<file path="config.mk">
export PLATFORM = sky130hd
export DESIGN_NAME = instruc_encoder
export DESIGN_NICKNAME = d
export VERILOG_FILES = /design/src/rtl/instruc_encoder_pkg.sv /design/src/rtl/instruc_out_reg.sv /design/src/rtl/instruc_encoder.sv
export SDC_FILE = /design/constraint.sdc
export NUM_CORES = 1
export LEC_CHECK = 0
export BUFFER_PORTS_ARGS = -buffer_cell sky130_fd_sc_hd__buf_2
export CORE_ASPECT_RATIO = 1.1
export CORE_UTILIZATION = 40
export CTS_CLUSTER_DIAMETER = 40
export DETAILED_ROUTE_END_ITERATION = 6
export PLACE_DENSITY = 0.77
export SLEW_MARGIN = 10
export SYNTH_ARGS = -nofsm -noshare
export SYNTH_HDL_FRONTEND = slang
export SYNTH_SLANG_ARGS = --single-unit
</file>
<file path="constraint.sdc">
create_clock -name clk -period 2.2 [get_ports clk]
set_input_delay 0.44 -clock clk [delete_from_list [all_inputs] [get_ports clk]]
set_output_delay 0.44 -clock clk [all_outputs]
set_load 0.01 [all_outputs]
</file>
<file path="src/rtl/instruc_encoder_pkg.sv">
// Shared instruction framing definitions: field widths, header layout and encoder states.
// Header word: bodylen in the low field, opcode above it, all other bits zero.
package Instruc;

    localparam int WORD_WIDTH    = 32;
    localparam int HEADER_WIDTH  = 32;
    localparam int OPCODE_WIDTH  = 8;
    localparam int BODYLEN_WIDTH = 24;

    localparam int HEADER_BODYLEN_OFFSET = 0;
    localparam int HEADER_OPCODE_OFFSET  = BODYLEN_WIDTH;

    typedef logic [OPCODE_WIDTH-1:0]  opcodetype;
    typedef logic [BODYLEN_WIDTH-1:0] bodylentype;
    typedef logic [WORD_WIDTH-1:0]    HostData;

    typedef enum logic [1:0] {
        IDLE,
        SEND_HEADER,
        SEND_BODY
    } encoder_statetype;

    function automatic HostData make_header(input opcodetype opcode, input bodylentype bodylen);
        HostData h;
        h = '0;
        h[HEADER_BODYLEN_OFFSET +: BODYLEN_WIDTH] = bodylen;
        h[HEADER_OPCODE_OFFSET +: OPCODE_WIDTH]   = opcode;
        return h;
    endfunction

endpackage

</file>
<file path="src/rtl/instruc_out_reg.sv">
// Single-entry valid/ready output register feeding the TX FIFO write port.
// Latency: a loaded word is visible on out_data the cycle after load.
// Backpressure: accepts a new word only when empty or draining this cycle (load_ok).
module instruc_out_reg #(
    parameter int WIDTH = 32
) (
    input  logic             clk,
    input  logic             resetn,
    input  logic             load,
    input  logic [WIDTH-1:0] load_data,
    output logic             load_ok,
    output logic             out_valid,
    input  logic             out_ready,
    output logic [WIDTH-1:0] out_data
);

    assign load_ok = !out_valid || out_ready;

    always_ff @(posedge clk) begin
        if (!resetn) begin
            out_valid <= 1'b0;
            out_data  <= '0;
        end else if (load_ok) begin
            out_valid <= load;
            if (load) begin
                out_data <= load_data;
            end
        end
    end

endmodule

</file>
<file path="src/rtl/instruc_encoder.sv">
// Frames host-bound packets: one header word then exactly bodylen body words.
// Latency: header 1 cycle after command accept, each body word 1 cycle after accept.
// Backpressure: out_ready low stalls everything; cmd/body ready follow output register space.
module instruc_encoder #(
    parameter int WORD_WIDTH    = Instruc::WORD_WIDTH,
    parameter int OPCODE_WIDTH  = Instruc::OPCODE_WIDTH,
    parameter int BODYLEN_WIDTH = Instruc::BODYLEN_WIDTH
) (
    input  logic                     clk,
    input  logic                     resetn,
    input  logic                     cmd_valid,
    output logic                     cmd_ready,
    input  logic [OPCODE_WIDTH-1:0]  cmd_opcode,
    input  logic [BODYLEN_WIDTH-1:0] cmd_bodylen,
    input  logic                     body_valid,
    output logic                     body_ready,
    input  logic [WORD_WIDTH-1:0]    body_data,
    input  logic                     body_last,
    output logic                     out_valid,
    input  logic                     out_ready,
    output logic [WORD_WIDTH-1:0]    out_data,
    output logic                     busy,
    output logic                     len_err
);

    import Instruc::encoder_statetype;
    import Instruc::IDLE;
    import Instruc::SEND_HEADER;
    import Instruc::SEND_BODY;
    import Instruc::make_header;

    encoder_statetype         state, state_n;
    logic [BODYLEN_WIDTH-1:0] remaining, remaining_n;
    logic                     len_err_n;
    logic                     load, load_ok;
    logic [WORD_WIDTH-1:0]    load_data;
    logic [WORD_WIDTH-1:0]    header;
    logic                     last_due;

    assign header   = WORD_WIDTH'(make_header(cmd_opcode, cmd_bodylen));
    assign last_due = (remaining == BODYLEN_WIDTH'(1));
    assign busy     = (state != IDLE) || out_valid;

    always_comb begin
        state_n     = state;
        remaining_n = remaining;
        len_err_n   = len_err;
        cmd_ready   = 1'b0;
        body_ready  = 1'b0;
        load        = 1'b0;
        load_data   = header;
        case (state)
            IDLE: begin
                cmd_ready = resetn && load_ok;
                if (cmd_valid && cmd_ready) begin
                    load        = 1'b1;
                    remaining_n = cmd_bodylen;
                    state_n     = (cmd_bodylen == '0) ? IDLE : SEND_HEADER;
                end
            end
            SEND_HEADER, SEND_BODY: begin
                // Header is always pending in SEND_HEADER, so only a drain frees the register.
                body_ready = (state == SEND_HEADER) ? out_ready : load_ok;
                if (state == SEND_HEADER && out_ready) begin
                    state_n = SEND_BODY;
                end
                if (body_valid && body_ready) begin
                    load        = 1'b1;
                    load_data   = body_data;
                    remaining_n = remaining - BODYLEN_WIDTH'(1);
                    if (body_last != last_due) begin
                        len_err_n = 1'b1;
                    end
                    if (last_due) begin
                        state_n = IDLE;
                    end
                end
            end
            default: state_n = IDLE;
        endcase
    end

    always_ff @(posedge clk) begin
        if (!resetn) begin
            state     <= IDLE;
            remaining <= '0;
            len_err   <= 1'b0;
        end else begin
            state     <= state_n;
            remaining <= remaining_n;
            len_err   <= len_err_n;
        end
    end

    instruc_out_reg #(
        .WIDTH (WORD_WIDTH)
    ) u_out_reg (
        .clk       (clk),
        .resetn    (resetn),
        .load      (load),
        .load_data (load_data),
        .load_ok   (load_ok),
        .out_valid (out_valid),
        .out_ready (out_ready),
        .out_data  (out_data)
    );

endmodule

</file>
==> metrics.cfg <==
[outcome]
status=finished clean

[sta]
worst_slew_pin_slew_ps=518.1
fmax_mhz=476.4
final_hold_viol_count=0
min_period_over_period=0.9541
maxSlewViolCount=0
final.setup_skew_ps=9.149
timing.setup.tns_ps=0
fin_ws_ps=100.9
finalSetupViolations=0
layout_min_cycle_time_ps=2099
rsz0062_at_grt=false
maxSlewHeadroom=0.6514

[placement]
gp_congestion=0.8762
place_ws_ps=8.856
placed_area_um2=4078
hpwl_um=7407
io_buffer_count=106

[synthesis]
async_flop_share=0
synth_most_common_cell=dfxtp_1
syn_nets=481
synth_top_cell_by_area=dfxtp_1
synth_cells=406
ys_seq_area_frac=0.3552
synth_flop_cell=dfxtp_1
synth_cell_type_count=53
synth_common_cells=dfxtp_1, nor2_1, a211oi_1, mux2i_1, nand2_1
synth.ff_latch_count=60
syn_area_um2=3382
yosys.area.top_type_share=0.3552
synth.avg_cell_area_um2=8.330
synth_area_leaders=dfxtp_1, mux2i_1, a211oi_1, nor2_1, nand2_1
synth-edff-count=0
ys.warnings.count=0

[die]
die_h_um=98.44
start_util=0.4206
coreArea_um2=8040
io-pin-count=107
rows=34
dieArea_um2=8827
die-width_um=89.67

[critical_path]
crit_path_end_kind=register
path_class=register to register
cp_max_fo=28
worstSetupStartpointType=register
crit_required_ps=2430
cp.arrival_ps=2330
r2r_slack_ps=100

[finish]
area_growth_pct=28.34
final_core_util=0.5398
nNetsFinal=587
drive_gt1_frac=0.3075
diodes=0
design_area_um2=4340

[clocking]
cts.path.max_buffers=2
post_cts_buffers=0
cts_tree=done
cts_buffers=9
hold_buffers=0
cts_sinks=60
clkSlewWorstSetupHoldPaths_ps=70
worstSkewPairLatency_ps=340
cts.htree.levels=3
cts-root-buf=clkbuf_8

[pwr]
p_clk_frac=0.255
powerDensity_nw_per_um2=1011
irDropWorstVdd_uv=367.4
p_leak_uw=0.001855
comb_power_share=0.416
switching_share=0.3891
power_frac_seq=0.329
power.internal_uw=2680
power_switching_uw=1707

[route]
routed-via-count=3623
dr.pass1.iters=5
drtIter0Drc=215
wl_per_cell_um=16.50
avgViaCountPerCell=5.797
antenna_left=0
drc=0
totalWireLength_um=10320

[global_routing]
antenna_found_initial=0
grt_pass1_vias=3366
grt_usage=0.2317
grt_pass1_wl_um=15860
overflow=0
grt_max_degree=66

[run]
drv_cap=0

[worst_hold_path]
hold_class=input pin to register

==> path summary, 6_finish.rpt <==
path                                   start             to  depth (start not counted)
worst min register to register  remaining[7]   remaining[7]                          2
worst max register to register      state[0]  remaining[19]                          6
worst max-delay path                state[0]  remaining[19]                          6
worst min-delay path               body_last        len_err                          3
==> cells in the final DEF (no fill, tap or decap), types with 4 or more instances in the layout <==
| cell type | count |
|---|---|
| a211oi_1 | 38 |
| a21oi_1 | 17 |
| a22oi_1 | 4 |
| a31oi_1 | 6 |
| buf_2 | 106 |
| buf_4 | 15 |
| clkbuf_8 | 9 |
| dfxtp_1 | 60 |
| ha_1 | 4 |
| inv_1 | 7 |
| mux2i_1 | 34 |
| nand2_1 | 24 |
| nand3_1 | 9 |
| nand4_1 | 6 |
| nor2_1 | 59 |
| nor2b_1 | 7 |
| nor3_1 | 11 |
| nor4_1 | 6 |
| o211ai_1 | 5 |
| o21a_1 | 5 |
| o21ai_0 | 11 |
| o22ai_1 | 6 |
| or3_1 | 7 |
==> repair_timing <==
action | 4_1_cts | 5_1_grt
setup endpoints to repair | 1 | 12
gates resized for setup | 1 | 6
pin swaps | 0 | 0
cloned | 0 | 1
==> critical path: stages (launching register included) <==
cell     delay, ps
dfxtp_1        400
inv_1           80
ha_1           470
buf_4          360
nor2b_1        120
mux2_2         280
a211o_1        280
==> per-layer routing <==
metal,GRT usage,vias to the layer above,share of wire
li1,-,1732,-
met1,0.2827,1681,0.41
met2,0.3823,176,0.48
met3,0.04774,34,0.078
met4,0.1123,0,0.026
met5,0,-,0
==> power groups by stage <==
| stage | Clock, uW | Combinational, uW | Sequential, uW |
|---|---|---|---|
| CTS | 1130 | 1750 | 1440 |
| detailed placement | 0 | 1740 | 1460 |
| global route | 1180 | 2000 | 1470 |
| finish | 1120 | 1820 | 1440 |
| global placement | 0 | 1710 | 1450 |
| floorplan | 0 | 1180 | 1480 |
==> state kept, by name, indices dropped and copies added, names as in the netlist <==
name and flops:
len_err 1, remaining 24, state 2, u_out_reg.out_data 32
u_out_reg.out_valid 1
==> layout make-up <==
type / count / area, um2
Tap cell: 108 / 135.1
Fill cell: 722 / 3700
Clock buffer: 9 / 123.9
Clock inverter: 7 / 100.1
Sequential cell: 60 / 1201
Timing Repair Buffer: 125 / 719.4
Multi-Input combinational cell: 307 / 2027
Inverter: 9 / 33.78
==> metrics by stage <==
| stage | instances | hold slack (ps) | total power [uW] |
|---|---|---|---|
| after floorplan | 406 | 448.3 | 2664 |
| after global placement | 608 | 457.8 | 3154 |
| after detailed placement | 608 | 474.0 | 3198 |
| after CTS | 624 | 378.5 | 4319 |
| after global routing | 625 | 382.7 | 4648 |
| final | 625 | 385.1 | 4387 |
==> logic make-up (layout without fill, tap and decap cells) <==
family | after synthesis | in the layout | share of synthesized area
simple gates | 150 | 150 | 0.2238
fa+ha+maj | 5 | 5 | 0.01850
flops | 60 | 60 | 0.3552
compound gates | 117 | 117 | 0.2468
buf+inv | 39 | 150 | 0.05179
mux | 35 | 35 | 0.1040
Note: power is estimated with default switching activity, not from simulation.
